==> config.mk <==
export PLATFORM = sky130hd
export DESIGN_NAME = ddr3_req_sequencer
export DESIGN_NICKNAME = d
export VERILOG_FILES = /design/src/rtl/ddr3_req_sequencer.sv
export SDC_FILE = /design/constraint.sdc
export NUM_CORES = 1
export LEC_CHECK = 0
export ABC_AREA = 1
export CORE_ASPECT_RATIO = 1.4
export CORE_MARGIN = 2
export CORE_UTILIZATION = 40
export DETAILED_ROUTE_END_ITERATION = 12
export PLACE_DENSITY_LB_ADDON = 0.25
export SKIP_CTS_REPAIR_TIMING = 1
export SLEW_MARGIN = 20
export SYNTH_ARGS = -nofsm -noshare
export SYNTH_HDL_FRONTEND = slang
export SYNTH_SLANG_ARGS = --single-unit
export TNS_END_PERCENT = 30
==> constraint.sdc <==
create_clock -name CLK -period 4.2 [get_ports CLK]
set_input_delay 0.84 -clock CLK [delete_from_list [all_inputs] [get_ports CLK]]
set_output_delay 0.84 -clock CLK [all_outputs]
set_load 0.01 [all_outputs]
==> src/rtl/ddr3_req_sequencer.sv <==
// Request front-end for the DDR3 command FSM: debounced write/read buttons, periodic
// refresh queue, fixed-priority arbitration and single-cycle command pulses.
module ddr3_req_sequencer #(
  parameter int unsigned DEBOUNCE_CYCLES = 1000000,
  parameter int unsigned REFI_CYCLES     = 780,
  parameter int unsigned MAX_POSTPONE    = 8,
  parameter int unsigned ACK_TIMEOUT     = 16,
  parameter int unsigned COL_STEP        = 8,
  parameter logic [14:0] ROW_ADDR        = 15'd1,
  parameter logic [2:0]  BANK_ADDR       = 3'b101
) (
  input  logic        CLK,
  input  logic        RESET_N,
  input  logic        btn_write,
  input  logic        btn_read,
  input  logic        sm_idle,
  output logic        WRITE,
  output logic        READ,
  output logic        REF,
  output logic [14:0] Addr_Row,
  output logic [9:0]  Addr_Column,
  output logic [2:0]  BA_out,
  output logic        busy,
  output logic        ref_overflow,
  output logic        err
);

  localparam int unsigned DBW = $clog2(DEBOUNCE_CYCLES + 1);
  localparam int unsigned RFW = $clog2(REFI_CYCLES + 1);
  localparam int unsigned QW  = $clog2(MAX_POSTPONE + 1);
  localparam int unsigned AW  = $clog2(ACK_TIMEOUT + 1);

  typedef enum logic [2:0] {
    S_INIT, S_IDLE, S_ISSUE, S_WAIT_ACK, S_WAIT_DONE, S_ERROR
  } state_t;

  typedef enum logic [1:0] {OP_REF, OP_WR, OP_RD} op_t;

  logic [1:0]     btn_raw, rise, pend_q, pend_d, clr;
  logic [RFW-1:0] refi_q, refi_d;
  logic           tick, ref_dec;
  logic [QW-1:0]  refq_q, refq_d;
  logic           ovf_q, ovf_d;
  state_t         state_q, state_d;
  op_t            op_q, op_d;
  logic [9:0]     col_q, col_d, wcol_q, wcol_d, rcol_q, rcol_d;
  logic [AW-1:0]  ack_q, ack_d;
  logic           err_q, err_d;

  assign btn_raw = {btn_read, btn_write};

  // index 0 = write button, 1 = read button
  for (genvar g = 0; g < 2; g++) begin : g_btn
    logic           sync1_q, sync2_q, deb_q, deb_d;
    logic [DBW-1:0] cnt_q, cnt_d;

    always_comb begin
      deb_d = deb_q;
      cnt_d = '0;
      if (sync2_q != deb_q) begin
        if (cnt_q == DBW'(DEBOUNCE_CYCLES - 1)) deb_d = sync2_q;
        else                                    cnt_d = cnt_q + 1'b1;
      end
    end

    assign rise[g] = deb_d & ~deb_q;

    always_ff @(posedge CLK) begin
      if (!RESET_N) begin
        sync1_q <= 1'b0;
        sync2_q <= 1'b0;
        deb_q   <= 1'b0;
        cnt_q   <= '0;
      end else begin
        sync1_q <= btn_raw[g];
        sync2_q <= sync1_q;
        deb_q   <= deb_d;
        cnt_q   <= cnt_d;
      end
    end
  end

  // a new press landing on the retire cycle wins over the clear
  assign pend_d = (pend_q & ~clr) | rise;

  always_comb begin
    tick   = (refi_q == RFW'(REFI_CYCLES - 1));
    refi_d = tick ? '0 : refi_q + 1'b1;
    refq_d = refq_q;
    ovf_d  = ovf_q;
    if (tick && !ref_dec) begin
      if (refq_q == QW'(MAX_POSTPONE)) ovf_d  = 1'b1;
      else                             refq_d = refq_q + 1'b1;
    end else if (!tick && ref_dec) begin
      refq_d = refq_q - 1'b1;
    end
  end

  always_comb begin
    state_d = state_q;
    op_d    = op_q;
    col_d   = col_q;
    wcol_d  = wcol_q;
    rcol_d  = rcol_q;
    ack_d   = ack_q;
    err_d   = err_q;
    clr     = '0;
    ref_dec = 1'b0;
    case (state_q)
      S_INIT: if (sm_idle) state_d = S_IDLE;
      S_IDLE: begin
        if (sm_idle) begin
          if (refq_q != '0) begin
            op_d = OP_REF; col_d = '0; state_d = S_ISSUE;
          end else if (pend_q[0]) begin
            op_d = OP_WR; col_d = wcol_q; state_d = S_ISSUE;
          end else if (pend_q[1]) begin
            op_d = OP_RD; col_d = rcol_q; state_d = S_ISSUE;
          end
        end
      end
      S_ISSUE: begin
        ack_d   = '0;
        state_d = S_WAIT_ACK;
      end
      S_WAIT_ACK: begin
        if (!sm_idle) begin
          state_d = S_WAIT_DONE;
        end else if (ack_q == AW'(ACK_TIMEOUT - 1)) begin
          state_d = S_ERROR;
          err_d   = 1'b1;
        end else begin
          ack_d = ack_q + 1'b1;
        end
      end
      S_WAIT_DONE: begin
        if (sm_idle) begin
          state_d = S_IDLE;
          case (op_q)
            OP_REF: ref_dec = 1'b1;
            OP_WR: begin
              clr[0] = 1'b1;
              wcol_d = wcol_q + 10'(COL_STEP);
            end
            OP_RD: begin
              clr[1] = 1'b1;
              rcol_d = rcol_q + 10'(COL_STEP);
            end
            default: ;
          endcase
        end
      end
      S_ERROR: ;
      default: state_d = S_INIT;
    endcase
  end

  always_ff @(posedge CLK) begin
    if (!RESET_N) begin
      pend_q  <= '0;
      refi_q  <= '0;
      refq_q  <= '0;
      ovf_q   <= 1'b0;
      state_q <= S_INIT;
      op_q    <= OP_REF;
      col_q   <= '0;
      wcol_q  <= '0;
      rcol_q  <= '0;
      ack_q   <= '0;
      err_q   <= 1'b0;
    end else begin
      pend_q  <= pend_d;
      refi_q  <= refi_d;
      refq_q  <= refq_d;
      ovf_q   <= ovf_d;
      state_q <= state_d;
      op_q    <= op_d;
      col_q   <= col_d;
      wcol_q  <= wcol_d;
      rcol_q  <= rcol_d;
      ack_q   <= ack_d;
      err_q   <= err_d;
    end
  end

  assign WRITE        = (state_q == S_ISSUE) && (op_q == OP_WR);
  assign READ         = (state_q == S_ISSUE) && (op_q == OP_RD);
  assign REF          = (state_q == S_ISSUE) && (op_q == OP_REF);
  assign busy         = (state_q != S_INIT) && (state_q != S_IDLE);
  assign Addr_Row     = ROW_ADDR;
  assign BA_out       = BANK_ADDR;
  assign Addr_Column  = col_q;
  assign ref_overflow = ovf_q;
  assign err          = err_q;

endmodule

==> results of run 1 <==
-- registers in the layout, summed over array words and instances, names as in the netlist --
register       count
g_btn.deb_q        2
g_btn.sync1_q      2
g_btn.cnt_q       40
err                1
refq_q             4
g_btn.sync2_q      2
op_q               2
refi_q            10
ack_q              5
Addr_Column        7
state_q            3
wcol_q             7
pend_q             2
ref_overflow       1
rcol_q             7
-- metrics by stage --
step / util [%] / instances / area (sq um)
floorplan: - / 679 / 4890
global placement: 42.8 / 814 / 5040
detailed placement: 42.8 / 814 / 5040
CTS: 45.6 / 830 / 5360
global route: 45.6 / 830 / 5360
finish: 45.6 / 830 / 5360
-- critical path, cell delays in order, from the launching register on --
cell and delay (ns):
sky130_fd_sc_hd__dfxtp_1 0.44, sky130_fd_sc_hd__inv_1 0.13, sky130_fd_sc_hd__nor3_1 0.20, sky130_fd_sc_hd__inv_1 0.17
sky130_fd_sc_hd__nor3_1 0.16, sky130_fd_sc_hd__clkdlybuf4s50_1 0.56
-- worst max-delay path by stage --
stage,startpoint,to,slack [ns]
after floorplan,sm_idle,refq_q[3],1.95
after global routing,state_q[1],READ,1.20
after global placement,RESET_N,g_btn[0].cnt_q[2],1.22
after detailed placement,RESET_N,g_btn[0].cnt_q[18],1.17
final,state_q[1],REF,1.35
after CTS,state_q[1],REF,1.33
-- power breakdown --
group,leakage [nW],total [mW],switching (mW),internal (mW)
clock,0.156,0.881,0.343,0.538
sequential,0.768,0.976,0.0420,0.934
combinational,1.14,0.316,0.198,0.118
-- placed cells by master (no fill, tap or decap), types with 4 or more instances in the layout --
cell type | netlist | routed
sky130_fd_sc_hd__ha_1 | 9 | 9
sky130_fd_sc_hd__conb_1 | 2 | 21
sky130_fd_sc_hd__inv_1 | 81 | 81
sky130_fd_sc_hd__nand3b_1 | 4 | 4
sky130_fd_sc_hd__o21ai_0 | 19 | 19
sky130_fd_sc_hd__nor3_1 | 31 | 31
sky130_fd_sc_hd__o21ai_1 | 4 | 4
sky130_fd_sc_hd__xor2_1 | 15 | 15
sky130_fd_sc_hd__clkdlybuf4s50_1 | 0 | 17
sky130_fd_sc_hd__nand4_1 | 14 | 14
sky130_fd_sc_hd__nand2_1 | 114 | 114
sky130_fd_sc_hd__nand3_2 | 8 | 8
sky130_fd_sc_hd__inv_2 | 5 | 5
sky130_fd_sc_hd__nor2_4 | 7 | 7
sky130_fd_sc_hd__nor2_1 | 99 | 99
sky130_fd_sc_hd__nand2_2 | 8 | 8
sky130_fd_sc_hd__a31oi_1 | 5 | 5
sky130_fd_sc_hd__dfxtp_1 | 95 | 95
sky130_fd_sc_hd__a21oi_1 | 42 | 42
sky130_fd_sc_hd__nand3_1 | 26 | 26
sky130_fd_sc_hd__nor2_2 | 10 | 10
sky130_fd_sc_hd__clkbuf_16 | 0 | 9
-- kinds of logic after synthesis --
logic type	after synthesis	share of synthesized area (%)
flip-flops	95	39.5
XOR/XNOR	18	3.27
other	2	0.156
AND/OR/NAND/NOR	340	34.4
buffers and inverters	117	11.1
AO/OA/AOI/OAI	78	8.81
adder cells (fa/ha/maj)	10	2.75
-- per-layer routing --
layer | vias up | track usage (%) | share of wire (%)
met4 | 0 | 5.24 | 1.6
met2 | 45 | 26.2 | 52
met5 | - | 0 | 0
li1 | 2105 | - | -
met3 | 10 | 2.76 | 2.8
met1 | 1760 | 16.6 | 43
-- cell type report --
cell class | count | area (sq um) | area share [%]
well taps | 147 | 184 | 3.43
inverters | 87 | 327 | 6.09
flip-flops and latches | 95 | 1900 | 35.5
clock buffers | 11 | 243 | 4.53
repair buffers | 18 | 178 | 3.31
clock inverters | 5 | 81.3 | 1.52
multi-input cells | 467 | 2450 | 45.7
==> summary.md, run 1 <==
| Metric | Value |
|---|---|
| Maximum number of pins on one net before global-route repair | `26` |
| Mean instance size in the synthesized netlist | `roughly 7.3 sq um` |
| TritonCTS Sinks | `between 90 and 100` |
| Wire length of the first global-routing pass | `around 16,000 um` |
| Hold-critical path depth | `2` |
| Cell with the most instances after synthesis | `sky130_fd_sc_hd__nand2_1` |
| Largest buffer count on any clock path | `2` |
| WP data required | `approximately 3.4 ns` |
| Setup Skew | `0.00562 ns` |
| Number of warnings reported in the yosys synthesis log | `0` |
| Slew @ Worst Pin | `a little over 0.8 ns` |
| Run status | `completed` |
| Most common flop cell mapped by yosys | `sky130_fd_sc_hd__dfxtp_1` |
| Async set-reset flop share out of synthesis | `0%` |
| Final setup fails | `0` |
| FF-to-FF setup slack | `about 2 ns` |
| Reg2Reg Depth | `13` |
| Number of global-route vias before repair | `3,643` |
| Remaining max-slew budget at the tightest pin | `between 40% and 50%` |
| CTS clk-pin slew, worst paths | `roughly 0.070 ns` |
| Portion of the post-synthesis area used by sequential elements | `about two fifths` |
| Type of the worst setup path | `flip-flop to primary output` |
| Cell count after synthesis | `660` |
| Total negative setup slack | `0 ns` |
| Antenna violations before repair | `0` |
| TritonCTS clock tree | `yes` |
| Cell area after synthesis | `4810 sq um` |
| Area growth, synth to finish | `11.4%` |
| Worst slack, placed | `between 1 and 1.5 ns` |
| FF-to-FF Start | `refi_q[0]` |
| Cell at the root of the clock tree | `sky130_fd_sc_hd__clkbuf_16` |
| Drc violations | `0` |
| Die Area | `~13,000 sq um` |
| Core area | `between 10,000 and 15,000 sq um` |
| Final WL | `9070 um` |
| Ranking of synthesized cells by area | `sky130_fd_sc_hd__dfxtp_1, sky130_fd_sc_hd__nand2_1, sky130_fd_sc_hd__nor2_1, sky130_fd_sc_hd__inv_1, sky130_fd_sc_hd__a21oi_1` |
| Flip-flop and latch count after synthesis | `95` |
| Dominant cell type by area after synthesis | `sky130_fd_sc_hd__dfxtp_1` |
| Critical Path Sink Type | `primary output` |
| Worst hold slack | `between 0.4 and 0.5 ns` |
| Overall die height | `between 100 and 150 um` |
| Cell row count | `between 40 and 50` |
| Total Power Consumption | `between 2 and 2.5 mW` |
| Grt total ovfl | `0` |
| Cell variety after synth | `45` |
| Number of inserted filler cells in the final layout | `between 1,000 and 1,500` |
| Max-slew violation count | `0` |
| Number of port buffers | `17` |
| Number of max-cap violations | `0` |
| Number of levels the H-tree was split into | `3` |
| Total routing resource utilization after global routing | `~14%` |
| Final nets | `between 600 and 700` |
| RSZ-0062 raised after global routing | `false` |
| Static leakage | `2.06 nW` |
| 1st-iter DRT viols | `about 120` |
| Destination of the worst hold path | `g_btn[1].sync2_q` |
| Total power divided by cell area | `405 nW/um^2` |
| Worst hold path type | `flip-flop to flip-flop` |
| Beginning of the worst hold path | `g_btn[1].sync1_q` |
| Pre-Repair DR Iteration Count | `4` |
| GPL Wtd Cong | `just over 0.8` |
| Ranking of synthesized cells by instance count | `sky130_fd_sc_hd__nand2_1, sky130_fd_sc_hd__nor2_1, sky130_fd_sc_hd__dfxtp_1, sky130_fd_sc_hd__inv_1, sky130_fd_sc_hd__a21oi_1` |
| Horizontal extent of the die | `approximately 97 um` |
| CP Data Arrival Time | `between 2 and 2.5 ns` |
| Number of buffers inserted during clock tree synthesis | `9` |
| Detail Placement HPWL | `6910 um` |
| Timing-limited maximum frequency | `351 MHz` |
| Proportion of netlist area held by the largest area contributor | `approximately two fifths` |
| Setup ws final | `around 1.4 ns` |
| Destination of the worst register-to-register timing path | `refq_q[3]` |
| Clock Latency Late Sink | `~0.34 ns` |
| Via density per instance | `4.72` |
| Number of nets with antenna violations after detailed routing | `0` |
| Portion of the clock cycle consumed by the worst path in the final layout | `slightly below 70%` |
| Vias | `between 3,000 and 4,000` |
| Post-detailed-route wirelength per cell | `10.9 um` |
| CP startpoint kind | `flip-flop` |
| Highest ir drop seen on vdd | `226 uV` |
| Count of boundary I/O pins | `39` |
| Number of hold violations in the final report | `0` |
| ANT cells | `0` |
| Initial core utilization | `a little over 40%` |
| Post-route minimum period | `2.85 ns` |
| EDFF count, synth | `0` |
| Largest fanout on the critical path | `6` |
| Fraction of layout cells with a size suffix above 1 | `under 10%` |
(Power assumes the default switching activity.)
==> inputs of run 2 (changes only) <==
- clock period: 4.2 -> 2.95 ns (I/O delays scaled with it)
==> summary.md, run 2 (synthesis results as in run 1) <==
| Metric | Value |
|---|---|
| Maximum number of pins on one net before global-route repair | `25 (-3.8%)` |
| Vias | `3,973 (+1.4%)` |
| Clock Latency Late Sink | `0.35 ns (about the same)` |
| Pre-Repair DR Iteration Count | `4 (unchanged)` |
| Wire length of the first global-routing pass | `16,300 um (+4.2%)` |
| Number of nets with antenna violations after detailed routing | `0 (unchanged)` |
| CP Data Arrival Time | `2.01 ns (about the same)` |
| Largest register by flop count | `g_btn.cnt_q` |
| Cell breakdown of the critical path | `inv_1, nor3_1, inv_1, nor3_1, clkdlybuf4s50_1` |
| Most common cell after layout, fill and taps aside | `sky130_fd_sc_hd__nand2_1` |
| Total placed cells including tap cells | `815 (+0.12%)` |
| Final nets | `694 (+0.14%)` |
| Overall die height | `134 um (unchanged)` |
| Slew @ Worst Pin | `0.734 ns (-0.0969 ns)` |
| Timing-limited maximum frequency | `a little under 400 MHz` |
| Remaining max-slew budget at the tightest pin | `50.9% (+6.5 points)` |
| Static leakage | `2.07 nW (+0.67%)` |
| Largest fanout on the critical path | `6 (unchanged)` |
| Total negative setup slack | `0 ns (unchanged)` |
| Slowest cell delay on critical path | `0.56 ns (about the same)` |
| Worst slack, placed | `0.180 ns (-0.991 ns)` |
| Most used cells in the layout excluding fill and tap cells | `sky130_fd_sc_hd__nand2_1, sky130_fd_sc_hd__nor2_1, sky130_fd_sc_hd__dfxtp_1, sky130_fd_sc_hd__inv_1, sky130_fd_sc_hd__a21oi_1` |
| Die Area | `12,900 sq um (unchanged)` |
| WP data required | `2.36 ns (-1.00 ns)` |
| Post-detailed-route wirelength per cell | `11.2 um (+2.2%)` |
| Total power divided by cell area | `590 nW/um^2 (+45%)` |
| Area growth, synth to finish | `12.0%` |
| Cell row count | `47 (unchanged)` |
| Largest buffer count on any clock path | `2 (unchanged)` |
| Number of levels the H-tree was split into | `3 (unchanged)` |
| CTS clk-pin slew, worst paths | `0.07 ns (about the same)` |
| Final Cell Area | `5390 sq um (+0.54%)` |
| Run status | `completed` |
| Final setup fails | `0 (unchanged)` |
| Slowest cell on the critical path | `sky130_fd_sc_hd__clkdlybuf4s50_1` |
| Worst hold path type | `flip-flop to flip-flop` |
| Total routing resource utilization after global routing | `15.1% (+0.76 points)` |
| Number of max-cap violations | `0 (unchanged)` |
| Critical Path Sink Type | `primary output` |
| TritonCTS clock tree | `yes` |
| Top Registers | `g_btn.cnt_q (40), refi_q (10)` |
| Number of buffers inserted during clock tree synthesis | `9 (unchanged)` |
| Flip-flop count of the largest register after layout | `40 (unchanged)` |
| Fraction of layout cells with a size suffix above 1 | `9.96% (+0.15 points)` |
| Core area | `11,800 sq um (unchanged)` |
| TritonCTS Sinks | `95 (unchanged)` |
| Final WL | `9270 um (+2.2%)` |
| Number of global-route vias before repair | `3,777 (+3.7%)` |
| Antenna violations before repair | `0 (unchanged)` |
| Horizontal extent of the die | `96.7 um (unchanged)` |
| Portion of the clock cycle consumed by the worst path in the final layout | `slightly below 90%` |
| Number of port buffers | `17 (unchanged)` |
| Number of hold violations in the final report | `0 (unchanged)` |
| Drc violations | `0 (unchanged)` |
| Non-filler cells in the finished layout | `830 (unchanged)` |
| RSZ-0062 raised after global routing | `false` |
| Via density per instance | `4.79 (+1.4%)` |
| Detail Placement HPWL | `6870 um (-0.54%)` |
| Cell at the root of the clock tree | `sky130_fd_sc_hd__clkbuf_16` |
| Setup Skew | `0.00849 ns (+0.00287 ns)` |
| Area post-placement | `5050 sq um (+0.15%)` |
| 1st-iter DRT viols | `113 (-1.7%)` |
| Count of boundary I/O pins | `39 (unchanged)` |
| Max-slew violation count | `0 (unchanged)` |
| GPL Wtd Cong | `0.851 (+4.5%)` |
| ANT cells | `0 (unchanged)` |
| Initial core utilization | `40.9% (unchanged)` |
| Type of the worst setup path | `flip-flop to primary output` |
| Post-route minimum period | `~2.6 ns` |
| CP startpoint kind | `flip-flop` |
| Fin util | `45.8% (+0.24 points)` |
| Grt total ovfl | `0 (unchanged)` |
| Highest ir drop seen on vdd | `329 uV (+46%)` |
| Setup ws final | `0.352 ns (-1.00 ns)` |
run 2: stage by stage:
step / hold WS [ns] / total power [mW]
2_1_floorplan: 0.390 / 1.77
3_3_place_gp: 0.394 / 1.86
3_5_place_dp: 0.399 / 1.87
4_1_cts: 0.415 / 3.22
5_1_grt: 0.436 / 3.34
6_report: 0.408 / 3.18
run 2: worst paths after layout:
| kind | start | end | slack, ns | cells past startpoint |
|---|---|---|---|---|
| max | state_q[1] | REF | 0.35 | 5 |
| min | g_btn[0].sync1_q | g_btn[0].sync2_q | 0.41 | 2 |
| min reg2reg | g_btn[0].sync1_q | g_btn[0].sync2_q | 0.41 | 2 |
| max reg2reg | refi_q[0] | refq_q[3] | 0.69 | 13 |
run 2: critical path: cells and delay by family (launching register included):
kind	cells	cell delay, ns
buf+inv	3	0.86
flops	1	0.44
simple gates	2	0.36
run 2: final cells by class:
class	instances	area, sq um
Clock inverter	5	106
Inverter	87	327
Sequential cell	95	1900
Clock buffer	10	239
Timing Repair Buffer	19	185
Fill cell	1190	6370
Tap cell	147	184
Multi-Input combinational cell	467	2450
run 2: per-layer routing:
layer  track usage, %  part of all wire [%]  vias up
li1                 -                     -     2111
met1             17.2                    44     1811
met2             27.2                    52       39
met3             2.97                   2.2       12
met4             6.65                   2.0        0
met5                0                     0        -
run 2: where the power goes:
part           total [mW]  switching [mW]  leakage, nW  internal, mW
registers            1.39          0.0601        0.768          1.33
clock network        1.34           0.489        0.165         0.848
logic               0.451           0.283         1.14         0.169
==> inputs of run 3 (changes only) <==
- CAP_MARGIN: default -> 20
- CORE_ASPECT_RATIO: 1.4 -> 0.5
==> summary.md, run 3 (synthesis results as in run 1) <==
| Metric | Value |
|---|---|
| Final nets | `694 (unchanged)` |
| Final WL | `8950 um (-3.5%)` |
| TritonCTS clock tree | `yes` |
| Total placed cells including tap cells | `833 (+2.2%)` |
| Setup Skew | `0.00779 ns (-0.000699 ns)` |
| Core area | `11,800 sq um (about the same)` |
| CTS clk-pin slew, worst paths | `0.06 ns (about the same)` |
| Largest register by flop count | `g_btn.cnt_q` |
| Largest fanout on the critical path | `6 (unchanged)` |
| Flip-flop count of the largest register after layout | `40 (unchanged)` |
| Reg power frac | `46.8% (+3.1 points)` |
| RSZ-0062 raised after global routing | `false` |
| Total power divided by cell area | `554 nW/um^2 (-6.0%)` |
| Critical Path Sink Type | `primary output` |
| Via density per instance | `4.65 (-2.9%)` |
| CP Data Arrival Time | `2.05 ns (+0.04 ns)` |
| Post-detailed-route wirelength per cell | `10.6 um (-5.5%)` |
| Clock Latency Late Sink | `0.34 ns (about the same)` |
| Slowest cell delay on critical path | `0.56 ns (about the same)` |
| Number of levels the H-tree was split into | `3 (unchanged)` |
| Met3 Use GR | `4.14% (+1.2 points)` |
| Die Area | `13,000 sq um (+0.32%)` |
| Antenna violations before repair | `0 (unchanged)` |
| CP startpoint kind | `flip-flop` |
| Top Registers | `g_btn.cnt_q (40), refi_q (10)` |
| Wire length of the first global-routing pass | `15,400 um (-5.9%)` |
| Count of boundary I/O pins | `39 (unchanged)` |
| Timing-limited maximum frequency | `379 MHz (-1.6%)` |
| Total routing resource utilization after global routing | `14.5% (-0.62 points)` |
| Worst hold path type | `flip-flop to flip-flop` |
| Number of buffers inserted during clock tree synthesis | `9 (unchanged)` |
| Initial core utilization | `40.9% (about the same)` |
| Maximum number of pins on one net before global-route repair | `39 (+56%)` |
| Number of global-route vias before repair | `3,552 (-6.0%)` |
| Number of hold violations in the final report | `0 (unchanged)` |
| Clock share of power | `38.1% (-4.0 points)` |
| 1st-iter DRT viols | `180 (+59%)` |
| Top cell family by delay on the critical path | `buffers and inverters` |
| Total buffers and inverters traversed by the critical path | `3 (unchanged)` |
| Cell row count | `28 (-40%)` |
| Net switching fraction of the power | `27.4% (+1.3 points)` |
| Most common cell after layout, fill and taps aside | `sky130_fd_sc_hd__nand2_1` |
| Part of the power in combinational logic | `15.2% (+1.0 points)` |
| Cell breakdown of the critical path | `inv_1, nor3_1, inv_1, nor3_1, clkdlybuf4s50_1` |
| Post-route minimum period | `2.64 ns (+0.0421 ns)` |
| Final setup fails | `0 (unchanged)` |
| Pre-Repair DR Iteration Count | `4 (unchanged)` |
| Type of the worst setup path | `flip-flop to primary output` |
| Horizontal extent of the die | `159 um (+65%)` |
| Portion of the clock cycle consumed by the worst path in the final layout | `89.5% (+1.4 points)` |
| Cell at the root of the clock tree | `sky130_fd_sc_hd__clkbuf_16` |
| Layer carrying the most global-route usage | `met2` |
| Vias | `3,941 (-0.81%)` |
| Area growth, synth to finish | `11.4%` |
| Most used cells in the layout excluding fill and tap cells | `sky130_fd_sc_hd__nand2_1, sky130_fd_sc_hd__nor2_1, sky130_fd_sc_hd__dfxtp_1, sky130_fd_sc_hd__inv_1, sky130_fd_sc_hd__a21oi_1` |
| Largest buffer count on any clock path | `2 (unchanged)` |
| GPL Wtd Cong | `0.791 (-7.0%)` |
| Number of port buffers | `17 (unchanged)` |
| Static leakage | `2.06 nW (-0.85%)` |
| Detail Placement HPWL | `6570 um (-4.4%)` |
| Net switching power figure | `0.816 mW (-2.0%)` |
| Total negative setup slack | `0 ns (unchanged)` |
| TritonCTS Sinks | `95 (unchanged)` |
| Overall die height | `81.6 um (-39%)` |
| Max-slew violation count | `0 (unchanged)` |
| Fraction of layout cells with a size suffix above 1 | `9.96% (unchanged)` |
| Non-filler cells in the finished layout | `848 (+2.2%)` |
| Run status | `completed` |
| ANT cells | `0 (unchanged)` |
| Grt total ovfl | `0 (unchanged)` |
| Remaining max-slew budget at the tightest pin | `64.4% (+14 points)` |
| Slew @ Worst Pin | `0.529 ns (-0.205 ns)` |
| Highest ir drop seen on vdd | `249 uV (-24%)` |
| Met2 routing resource usage after global routing | `26.2% (-1.0 points)` |
| WP data required | `2.36 ns (about the same)` |
| Number of nets with antenna violations after detailed routing | `0 (unchanged)` |
| Fin util | `45.6% (-0.28 points)` |
| Cell internal power dissipation | `2.16 mW (-8.0%)` |
| Drc violations | `0 (unchanged)` |
| Met1 layer usage reported by global route | `16.9% (-0.35 points)` |
| Number of max-cap violations | `0 (unchanged)` |
| Slowest cell on the critical path | `sky130_fd_sc_hd__clkdlybuf4s50_1` |
-- run 3: cell types whose count changed in the layout (fill, tap and decap cells not counted), sizes merged --
cell	delta
clkinv	+1
clkinvlp	-1
clkbuf	+3
bufinv	-3
-- run 3: worst reg2reg max path, delay by kind of cell, from the launching register on --
kind | cells | cell delay [ns]
flops | 1 | 0.35
simple gates | 11 | 1.11
fa+ha+maj | 2 | 0.56
-- run 3: power by group through the flow --
stage	clock network [mW]	logic (mW)	registers [mW]
CTS	1.17	0.453	1.39
global route	1.21	0.514	1.40
finish	1.13	0.450	1.39
detailed placement	0	0.452	1.42
global placement	0	0.445	1.42
floorplan	0	0.355	1.41
-- run 3: routing by layer --
layer  wire length, um  vias to the layer above
li1                  -                     2116
met1              4370                     1774
met2              4180                       41
met3               283                       10
met4               117                        0
met5                 0                        -
-- run 3: layout make-up --
type	count	area, sq um
Clock buffer	13	280
Multi-Input combinational cell	467	2450
Fill cell	1174	6410
Clock inverter	2	13.8
Inverter	87	327
Timing Repair Buffer	19	185
Tap cell	165	206
Sequential cell	95	1900
-- run 3: worst paths after layout --
kind                                  startpoint               end  slack [ns]  depth (start not counted)
worst max-delay path                  state_q[1]              READ        0.31                          5
worst min-delay path            g_btn[1].sync1_q  g_btn[1].sync2_q        0.43                          2
worst max register to register         refi_q[0]         refq_q[3]        0.82                         13
worst min register to register  g_btn[1].sync1_q  g_btn[1].sync2_q        0.43                          2
-- run 3: through the flow --
stage / hold WS, ns / worst slack (ns) / power, mW / instance area [sq um]
floorplan: 0.390 / 0.954 / 1.77 / 4890
global placement: 0.429 / 0.299 / 1.86 / 5070
detailed placement: 0.426 / 0.267 / 1.87 / 5070
CTS: 0.442 / 0.293 / 3.01 / 5360
global route: 0.472 / 0.0416 / 3.12 / 5360
finish: 0.434 / 0.310 / 2.97 / 5360
